===== src/rtl/spi_accel_responder_if.sv =====
// SPI pin bundle between the accelerometer SPI master and the responder
// model.
//   i_sclk    : SPI clock from the master (mode 0, idles low)
//   i_cs_n    : chip select, active low
//   i_mosi    : master-out data, MSB first
//   o_miso    : responder-out data
//   o_miso_oe : MISO output enable, high only while selected
// The master modport drives the three inputs. The slave modport drives
// MISO and its enable.
interface spi_accel_responder_if;
  logic i_sclk;
  logic i_cs_n;
  logic i_mosi;
  logic o_miso;
  logic o_miso_oe;

  modport master (
    output i_sclk, i_cs_n, i_mosi,
    input  o_miso, o_miso_oe
  );

  modport slave (
    input  i_sclk, i_cs_n, i_mosi,
    output o_miso, o_miso_oe
  );
endinterface


===== src/rtl/spi_accel_responder.sv =====
// ADXL362-style SPI responder used in place of the Nexys A7 accelerometer.
// The SPI pins are oversampled in the core clock domain. The block decodes
// the write (0x0A) and read (0x0B) commands and serves a 64-byte register
// file with auto-incrementing addresses. MISO is driven in SPI mode 0.
//   clk          : core clock (clk_core), rising edge
//   rst          : synchronous active-high reset
//   spi          : SPI pins (slave modport of spi_accel_responder_if)
//   i_x/i_y/i_z  : signed 12-bit samples, latched at chip-select fall
//   o_powerctl   : current contents of register 0x2D
//   o_soft_reset : one-cycle pulse when 0x52 is written to 0x1F
module spi_accel_responder #(
  parameter int unsigned SYNC_STAGES = 2,
  parameter logic [7:0]  DEVID_AD    = 8'hAD,
  parameter logic [7:0]  DEVID_MST   = 8'h1D,
  parameter logic [7:0]  PARTID      = 8'hF2
) (
  input  logic                 clk,
  input  logic                 rst,
  spi_accel_responder_if.slave spi,
  input  logic signed [11:0]   i_x,
  input  logic signed [11:0]   i_y,
  input  logic signed [11:0]   i_z,
  output logic [7:0]           o_powerctl,
  output logic                 o_soft_reset
);

  localparam logic [7:0] CMD_WRITE      = 8'h0A;
  localparam logic [7:0] CMD_READ       = 8'h0B;
  localparam logic [7:0] SOFT_RESET_KEY = 8'h52;
  localparam logic [5:0] WR_FIRST       = 6'h1F;
  localparam logic [5:0] POWER_CTL      = 6'h2D;

  typedef enum logic [2:0] {
    ST_IDLE,
    ST_CMD,
    ST_ADDR,
    ST_DATA,
    ST_IGNORE
  } state_t;

  state_t state, state_nxt;

  logic [SYNC_STAGES-1:0] sclk_sync_p0, cs_n_sync_p0, mosi_sync_p0;
  logic                   sclk_p1, cs_n_p1;
  logic                   sclk_s, cs_n_s, mosi_s;
  logic                   rise_sclk, fall_sclk, cs_fall, cs_rise;

  logic [2:0]             bit_cnt;
  logic [7:0]             shreg;
  logic [7:0]             rx_byte;
  logic [7:0]             tx_byte;
  logic [5:0]             addr;
  logic                   is_read;
  logic                   miso_q;
  logic                   oe_q;
  logic                   soft_rst_q;
  logic signed [11:0]     x_snap, y_snap, z_snap;
  logic [7:0]             wr_mem [31:63];

  logic                   bit_en, rx_en, byte_done, wr_commit, rd_fall;

  // Stage p0: synchronizer chains. They are not reset, so a chip select
  // that is still low when rst is released does not look like a new
  // falling edge.
  always_ff @(posedge clk) begin
    sclk_sync_p0 <= {sclk_sync_p0[SYNC_STAGES-2:0], spi.i_sclk};
    cs_n_sync_p0 <= {cs_n_sync_p0[SYNC_STAGES-2:0], spi.i_cs_n};
    mosi_sync_p0 <= {mosi_sync_p0[SYNC_STAGES-2:0], spi.i_mosi};
  end

  assign sclk_s = sclk_sync_p0[SYNC_STAGES-1];
  assign cs_n_s = cs_n_sync_p0[SYNC_STAGES-1];
  assign mosi_s = mosi_sync_p0[SYNC_STAGES-1];

  // Stage p1: previous synchronized sample for edge detection.
  always_ff @(posedge clk) begin
    sclk_p1 <= sclk_s;
    cs_n_p1 <= cs_n_s;
  end

  assign rise_sclk = sclk_s & ~sclk_p1;
  assign fall_sclk = ~sclk_s & sclk_p1;
  assign cs_fall   = ~cs_n_s & cs_n_p1;
  assign cs_rise   = cs_n_s & ~cs_n_p1;

  // The incoming byte includes the bit being sampled on this rising edge.
  assign rx_byte = {shreg[6:0], mosi_s};

  function automatic logic [7:0] reg_read(input logic [5:0] a);
    logic [7:0] v;
    v = 8'h00;
    case (a)
      6'h00:   v = DEVID_AD;
      6'h01:   v = DEVID_MST;
      6'h02:   v = PARTID;
      6'h08:   v = x_snap[11:4];
      6'h09:   v = y_snap[11:4];
      6'h0A:   v = z_snap[11:4];
      6'h0E:   v = x_snap[7:0];
      6'h0F:   v = {{4{x_snap[11]}}, x_snap[11:8]};
      6'h10:   v = y_snap[7:0];
      6'h11:   v = {{4{y_snap[11]}}, y_snap[11:8]};
      6'h12:   v = z_snap[7:0];
      6'h13:   v = {{4{z_snap[11]}}, z_snap[11:8]};
      default: if (a >= WR_FIRST) v = wr_mem[a];
    endcase
    return v;
  endfunction

  assign tx_byte = reg_read(addr);

  // Stage p2: FSM state register.
  always_ff @(posedge clk) begin
    if (rst) state <= ST_IDLE;
    else     state <= state_nxt;
  end

  always_comb begin
    state_nxt = state;
    if (cs_rise) begin
      state_nxt = ST_IDLE;
    end else begin
      case (state)
        ST_IDLE: if (cs_fall) state_nxt = ST_CMD;
        ST_CMD: begin
          if (byte_done)
            state_nxt = (rx_byte == CMD_WRITE || rx_byte == CMD_READ) ? ST_ADDR : ST_IGNORE;
        end
        ST_ADDR: if (byte_done) state_nxt = ST_DATA;
        default: ;
      endcase
    end
  end

  // Control strobes. During a read, the shift register holds outgoing
  // data, so MOSI bits are not shifted into it.
  always_comb begin
    bit_en    = 1'b0;
    rx_en     = 1'b0;
    rd_fall   = 1'b0;
    case (state)
      ST_CMD, ST_ADDR: begin
        bit_en = rise_sclk;
        rx_en  = rise_sclk;
      end
      ST_DATA: begin
        bit_en  = rise_sclk;
        rx_en   = rise_sclk & ~is_read;
        rd_fall = fall_sclk & is_read;
      end
      default: ;
    endcase
    byte_done = bit_en & (bit_cnt == 3'd7);
    wr_commit = byte_done & (state == ST_DATA) & ~is_read;
  end

  // Stage p2: datapath registers, updated one clock after the event.
  always_ff @(posedge clk) begin
    if (rst) begin
      bit_cnt    <= 3'd0;
      shreg      <= 8'h00;
      addr       <= 6'h00;
      is_read    <= 1'b0;
      miso_q     <= 1'b0;
      oe_q       <= 1'b0;
      soft_rst_q <= 1'b0;
      x_snap     <= '0;
      y_snap     <= '0;
      z_snap     <= '0;
      for (int i = 31; i < 64; i++) wr_mem[i] <= 8'h00;
    end else begin
      soft_rst_q <= 1'b0;

      if (cs_fall) begin
        oe_q    <= 1'b1;
        bit_cnt <= 3'd0;
        x_snap  <= i_x;
        y_snap  <= i_y;
        z_snap  <= i_z;
      end else if (bit_en) begin
        bit_cnt <= bit_cnt + 3'd1;
      end

      if (cs_rise) oe_q <= 1'b0;

      if (rx_en) shreg <= rx_byte;

      if (state == ST_CMD && byte_done) is_read <= (rx_byte == CMD_READ);

      if (state == ST_ADDR && byte_done)      addr <= rx_byte[5:0];
      else if (state == ST_DATA && byte_done) addr <= addr + 6'd1;

      if (wr_commit) begin
        if (addr == WR_FIRST && rx_byte == SOFT_RESET_KEY) begin
          for (int i = 31; i < 64; i++) wr_mem[i] <= 8'h00;
          soft_rst_q <= 1'b1;
        end else if (addr >= WR_FIRST) begin
          wr_mem[addr] <= rx_byte;
        end
      end

      // At a byte boundary (bit_cnt == 0), load a fresh register and present
      // its MSB. Otherwise, shift out the next bit.
      if (rd_fall) begin
        if (bit_cnt == 3'd0) begin
          miso_q <= tx_byte[7];
          shreg  <= {tx_byte[6:0], 1'b0};
        end else begin
          miso_q <= shreg[7];
          shreg  <= {shreg[6:0], 1'b0};
        end
      end

      if (cs_rise || state != ST_DATA || !is_read) miso_q <= 1'b0;
    end
  end

  assign spi.o_miso    = miso_q;
  assign spi.o_miso_oe = oe_q;
  assign o_powerctl    = wr_mem[POWER_CTL];
  assign o_soft_reset  = soft_rst_q;

endmodule


===== src/flat_wrapper.sv =====
// flat-port wrapper written by rule: the top's interface ports become plain ports
module spi_accel_responder_flat 
#(
  parameter int unsigned SYNC_STAGES = 2,
  parameter logic [7:0]  DEVID_AD    = 8'hAD,
  parameter logic [7:0]  DEVID_MST   = 8'h1D,
  parameter logic [7:0]  PARTID      = 8'hF2
)
  (clk, rst, i_x, i_y, i_z, o_powerctl, o_soft_reset, spi_i_sclk, spi_i_cs_n, spi_i_mosi, spi_o_miso, spi_o_miso_oe);
  spi_accel_responder_if spi_i ();
  input  logic clk;
  input  logic rst;
  input  logic signed [11:0] i_x;
  input  logic signed [11:0] i_y;
  input  logic signed [11:0] i_z;
  output logic [7:0] o_powerctl;
  output logic o_soft_reset;
  input wire logic [$bits(spi_i.i_sclk)-1:0] spi_i_sclk;
  input wire logic [$bits(spi_i.i_cs_n)-1:0] spi_i_cs_n;
  input wire logic [$bits(spi_i.i_mosi)-1:0] spi_i_mosi;
  output wire logic [$bits(spi_i.o_miso)-1:0] spi_o_miso;
  output wire logic [$bits(spi_i.o_miso_oe)-1:0] spi_o_miso_oe;
  assign spi_i.i_sclk = spi_i_sclk;
  assign spi_i.i_cs_n = spi_i_cs_n;
  assign spi_i.i_mosi = spi_i_mosi;
  assign spi_o_miso = spi_i.o_miso;
  assign spi_o_miso_oe = spi_i.o_miso_oe;
  spi_accel_responder #(.SYNC_STAGES(SYNC_STAGES), .DEVID_AD(DEVID_AD), .DEVID_MST(DEVID_MST), .PARTID(PARTID)) u_core (.clk(clk), .rst(rst), .spi(spi_i), .i_x(i_x), .i_y(i_y), .i_z(i_z), .o_powerctl(o_powerctl), .o_soft_reset(o_soft_reset));
endmodule

===== config.mk =====
export PLATFORM = sky130hd
export DESIGN_NAME = spi_accel_responder_flat
export DESIGN_NICKNAME = d
export VERILOG_FILES = /design/src/rtl/spi_accel_responder_if.sv /design/src/rtl/spi_accel_responder.sv /design/src/flat_wrapper.sv
export SDC_FILE = /design/constraint.sdc
export NUM_CORES = 1
export LEC_CHECK = 0
export ABC_AREA = 1
export BUFFER_PORTS_ARGS = -buffer_cell sky130_fd_sc_hd__buf_2
export CORE_UTILIZATION = 30
export CTS_CLUSTER_SIZE = 40
export DETAILED_ROUTE_END_ITERATION = 10
export PLACE_DENSITY_LB_ADDON = 0.15
export RECOVER_POWER = 25
export SYNTH_ARGS = -nofsm -noshare
export SYNTH_HDL_FRONTEND = slang
export SYNTH_SLANG_ARGS = --single-unit

===== constraint.sdc =====
create_clock -name clk -period 4.3 [get_ports clk]
set_clock_uncertainty 0.2 [all_clocks]
set_input_delay 0.43 -clock clk [delete_from_list [all_inputs] [get_ports clk]]
set_output_delay 0.43 -clock clk [all_outputs]
set_load 0.02 [all_outputs]

# Word level (Yosys, flattened, before mapping)
# Memory sizes are Yosys's and may differ from the RTL's. A register that Yosys moved wholly into a read port is not among the register bits.
# Cells that the tools add are included.
classes:
  muxes: 65
  n_div: 0
  n_addsub: 2
  shift: 0
  order_cmp: 1
  n_eq_ne: 23
  bitwise: 47
  mul: 0
  n_reduce_logical: 21
op_table:
  columns: ["operator", "n"]
  rows:
  - ["$mux W8", 38]
  - ["$pmux W8 S12", 1]
  - ["$or A1 B1 Y1", 33]
  - ["$eq A6 B4 Y1 const B", 5]
  - ["$eq A6 B5 Y1 const B", 5]
  - ["$mux W6", 5]
  - ["$eq A8 B4 Y1 const B", 2]
  - ["$mux W1", 15]
  - ["$mux W3", 4]
  - ["$and A1 B1 Y1", 9]
  - ["$pmux W3 S3", 1]
  - ["$eq A8 B7 Y1 const B", 1]
  - ["$reduce_or A2 Y1", 4]
  - ["$reduce_or A8 Y1", 1]
  - ["$add A6 B1 Y6 const B", 1]
  - ["$eq A3 B2 Y1 const B", 2]
  - ["$eq A6 B1 Y1 const B", 1]
  - ["$eq A6 B2 Y1 const B", 1]
  - ["$ge A6 B5 Y1 const B", 1]
  - ["$logic_not A3 Y1", 2]
  - ["$logic_not A6 Y1", 1]
  - ["$ne A2 B1 Y1 const B", 3]
  - ["$not A1 Y1", 5]
  - ["$logic_and A1 B1 Y1", 4]
  - ["11 further kinds", 14]
word_totals:
  out_inout_bits: 11
  reg_bits: 68
  mem_bits_rw: 264
  inputBits: 41
  latch_bits: 0
  n_memories: 1
  rom_bits: 0
  word_cells: 176
memory_table:
  columns: ["name", "depth", "width", "rd", "rd_ports_with_merged_regs", "write_ports", "line_no", "rtl"]
  rows:
  - ["u_core.wr_mem", 33, 8, 2, 1, 33, "spi_accel_responder.sv:58", "logic [7:0] wr_mem [31:63];"]

# Depth between registers and ports, before layout
depth:
  depth_word: 11
  depth_mapped: 16
  ltp_nobuf: 13

# Worst setup path after synthesis
# OpenSTA, ideal clock, no wires.
synth_path:
  path_type: "flip-flop to flip-flop"
  from: "reg u_core.mosi_sync_p0[1]"
  to: "mem u_core.wr_mem[40][0] (enable)"
  arrival_ns: 2.453
  required_time_ns: 3.771
  setup_ns: 0.329
  setup_slack_ns: 1.318
  path_buffers: 0
  synth_period_minus_slack_ns: 2.982
  path_stages_with_launch: 9
  cell_sequence: "dfxtp_1 > clkinv_1 > nand3_1 > nor3_1 > nand3_1 > nand3_2 > nor3_4 > nand2_4 > nand2_1"
synth_lines:
  columns: ["item", "line_no", "rtl"]
  rows:
  - ["start: declaration", "spi_accel_responder.sv:43", "logic [SYNC_STAGES-1:0] sclk_sync_p0, cs_n_sync_p0, mosi_sync_p0;"]
  - ["start signal: assignment", "spi_accel_responder.sv:68", "mosi_sync_p0 <= {mosi_sync_p0[SYNC_STAGES-2:0], spi.i_mosi};"]
  - ["end: declaration", "spi_accel_responder.sv:58", null]

==> metrics.yaml <==
ys_types: 32
min_from: "u_core.cs_n_sync_p0[0]"
via_per_inst: 4.63
finalHoldViolations: 0
die_h_um: 293
grt_usage: 0.167
fp.dieW_um: 293
synth-seq-cells: 586
violations: "capacitance limit, slew limit"
synthMostInstantiatedCell: "nand2_1"
port_buffers: 51
syn_area_per_cell_um2: 9.84
worstReg2RegEnd: "u_core.wr_mem[54][6]"
grt_max_degree: 188
netSwitchingFraction: 0.223
dr.pass1.iters: 7
synth_area_leader_cell: "edfxtp_1"
clockBufferDepth: 3
tritoncts: "yes"
drt-total-wl_um: 71400
startpoint_type: "register"
clock-sinks: 586
status: "finished, violations left"
fin_util: 0.362
drt_iter0_drc: 1217
rrSetupSlack_ns: 0.85
fp.coreArea_mm2: 0.0838
initial_core_util: 0.304
hold_class: "reg -> reg"
slew_headroom: -0.0318
setup_viol: 0
finalCritPeriodShare: 0.803
yosys.area.top_type_share: 0.604
crit_path_max_fanout: 14
htree_levels: 3
setup.worst_path.class: "reg -> reg"
grt_pass1_vias: 18600
powerDensity_mw_per_mm2: 419
io_pins: 52
gp_congestion: 0.854
r2r-start: "u_core.addr[1]"
whs_path_depth: 0
crit_start: "u_core.addr[1]"
pwr-share-seq: 0.521
ant_nets: 0
drv_slew: 69
pwr-share-comb: 0.049
drc_errors: 0
synth_cells: 2587
power.switching_mw: 2.83
rsz0062_at_grt: "false"
seq_area_frac_synth: 0.662
crit_path_end_kind: "register"
clkLatencyLatePin_ns: 0.60
tns_ns: 0
yosys-top-cells-count: "nand2_1 (775), edfxtp_1 (512), nand3_1 (456), nor2_1 (334), clkbuf_1 (129)"
leakage_nw: 11.7
hold-path-endpoint: "u_core.cs_n_sync_p0[1]"
async_flop_share: 0
drive_above_1_share: 0.0779
rr_worst_depth: 11
max_slew.worst_pin.slew_ns: 1.55
drv_cap: 2
diodes: 0
core.rowCount: 106
hpwlAfterDp_um: 43100
required_ns: 4.36
yosysWarningCount: 0
yosys-top-cells-area: "edfxtp_1 (60%), nand2_1 (11%), nand3_1 (9.0%)"
synthFlopType: "edfxtp_1"
grt_pass1_wl_um: 110000
nNetsFinal: 2912
numCtsBuffers: 67
netlist_area_mm2: 0.0255
wire_per_inst_um: 17.6
die-area_mm2: 0.0860
vias: 18800
fmax_ghz: 0.290
cts-root-buf: "clkbuf_16"
synth_edf_count: 512
areaGrowthSynthToFinish_pct: 19.0
vdd_drop_max_mv: 0.236
power.internal_mw: 9.85
clk_pin_slew_ns: 0.06
clockPowerShare: 0.430
worstPathArrival_ns: 3.51
period_needed_ns: 3.45
overflow: 0
antenna_found_initial: 0
per-stage QoR:
stage               setup WS, ns  power (mW)  instance area, um2  hold slack, ns  cells
floorplan                   1.32        7.08               26300           0.110   2810
global placement           0.860        7.31               27800           0.120   3889
detailed placement         0.888        7.32               27800           0.126   3889
CTS                        0.858        12.9               30300           0.140   4048
global route               0.596        13.2               30300           0.153   4048
finish                     0.847        12.7               30300           0.134   4048
power groups by stage:
stage | clock [mW] | sequential (mW) | combinational [mW]
after floorplan | 0 | 6.72 | 0.356
after global placement | 0 | 6.72 | 0.582
after detailed placement | 0 | 6.73 | 0.592
after CTS | 5.63 | 6.61 | 0.622
after global routing | 5.84 | 6.64 | 0.700
final | 5.46 | 6.61 | 0.618
flip-flops by register name (all words and copies together), names as in the netlist, named ones only:
signal	count
u_core.bit_cnt	3
u_core.cs_n_p1	1
u_core.cs_n_sync_p0	2
u_core.state	3
u_core.sclk_sync_p0	2
u_core.shreg	8
u_core.mosi_sync_p0	2
u_core.z_snap	12
u_core.x_snap	12
u_core.is_read	1
u_core.wr_mem	512
u_core.o_soft_reset	1
u_core.y_snap	12
u_core.sclk_p1	1
u_core.addr	6
u_core.spi.o_miso_oe	1
u_core.spi.o_miso	1
critical path: stages (launching register included):
cell and delay, ns:
dfxtp_1 0.49, ha_1 0.31, nand3_1 0.13, nor2_1 0.20
nor2_1 0.09, nor2_1 0.12, nand3_2 0.15, inv_1 0.53
nand2_1 0.16, inv_1 0.16, nand2_1 0.22, nand2_1 0.34
layout by cell type, fill, tap and decap left out, types with 3 or more instances in the layout:
cell type	count
nor3_1	10
edfxtp_1	512
clkbuf_8	3
nor3_4	4
dlygate4sd3_1	40
clkinv_8	3
dfxtp_1	71
nand2_4	16
a211oi_1	5
clkbuf_1	25
o22ai_1	18
a21oi_1	54
nand2_1	775
inv_1	73
nand3_1	456
nor2_1	332
nor3_2	3
ha_1	7
nor2_2	3
buf_2	51
conb_1	224
nand4_1	4
buf_12	4
clkbuf_16	70
clkinv_1	14
buf_4	41
o21ai_0	61
clkinv_2	12
cell families (layout without fill, tap and decap cells):
kind of cell	after synthesis	in the layout	synth area share
flops	586	586	0.662
other cells	1	224	0.000147
simple gates	1608	1608	0.268
fa+ha+maj	7	7	0.00344
buf+inv	241	345	0.0357
compound gates	144	144	0.0304
cell type report:
class	instances	area, um2
Clock buffer	96	1880
Inverter	87	334
Clock inverter	23	200
Fill cell	8678	53500
Tap cell	1134	1420
Sequential cell	586	16900
Timing Repair Buffer	139	1050
Multi-Input combinational cell	1983	8550
metal layers:
layer  up-vias  GRT usage  wire length [um]  part of all wire
li1       9132          -                 -                 -
met1      9073      0.219             31800              0.45
met2       446      0.278             34200              0.48
met3       109     0.0219              3040             0.043
met4         0     0.0683              2390             0.033
met5         -          0                 0                 0
timing repair:
item,CTS,global route
endpoints found under the hold margin,41,0
setup buffers,0,0
gates resized for setup,0,0
hold buffers,40,0
worst max path at each step:
stage | endpoint | slack [ns]
2_1_floorplan | u_core.wr_mem[40][0] | 1.32
3_3_place_gp | u_core.wr_mem[54][5] | 0.86
3_5_place_dp | u_core.wr_mem[31][4] | 0.89
4_1_cts | u_core.wr_mem[62][3] | 0.86
5_1_grt | u_core.wr_mem[62][1] | 0.60
6_report | u_core.wr_mem[54][6] | 0.85
Power figures use the tool's default switching activity.
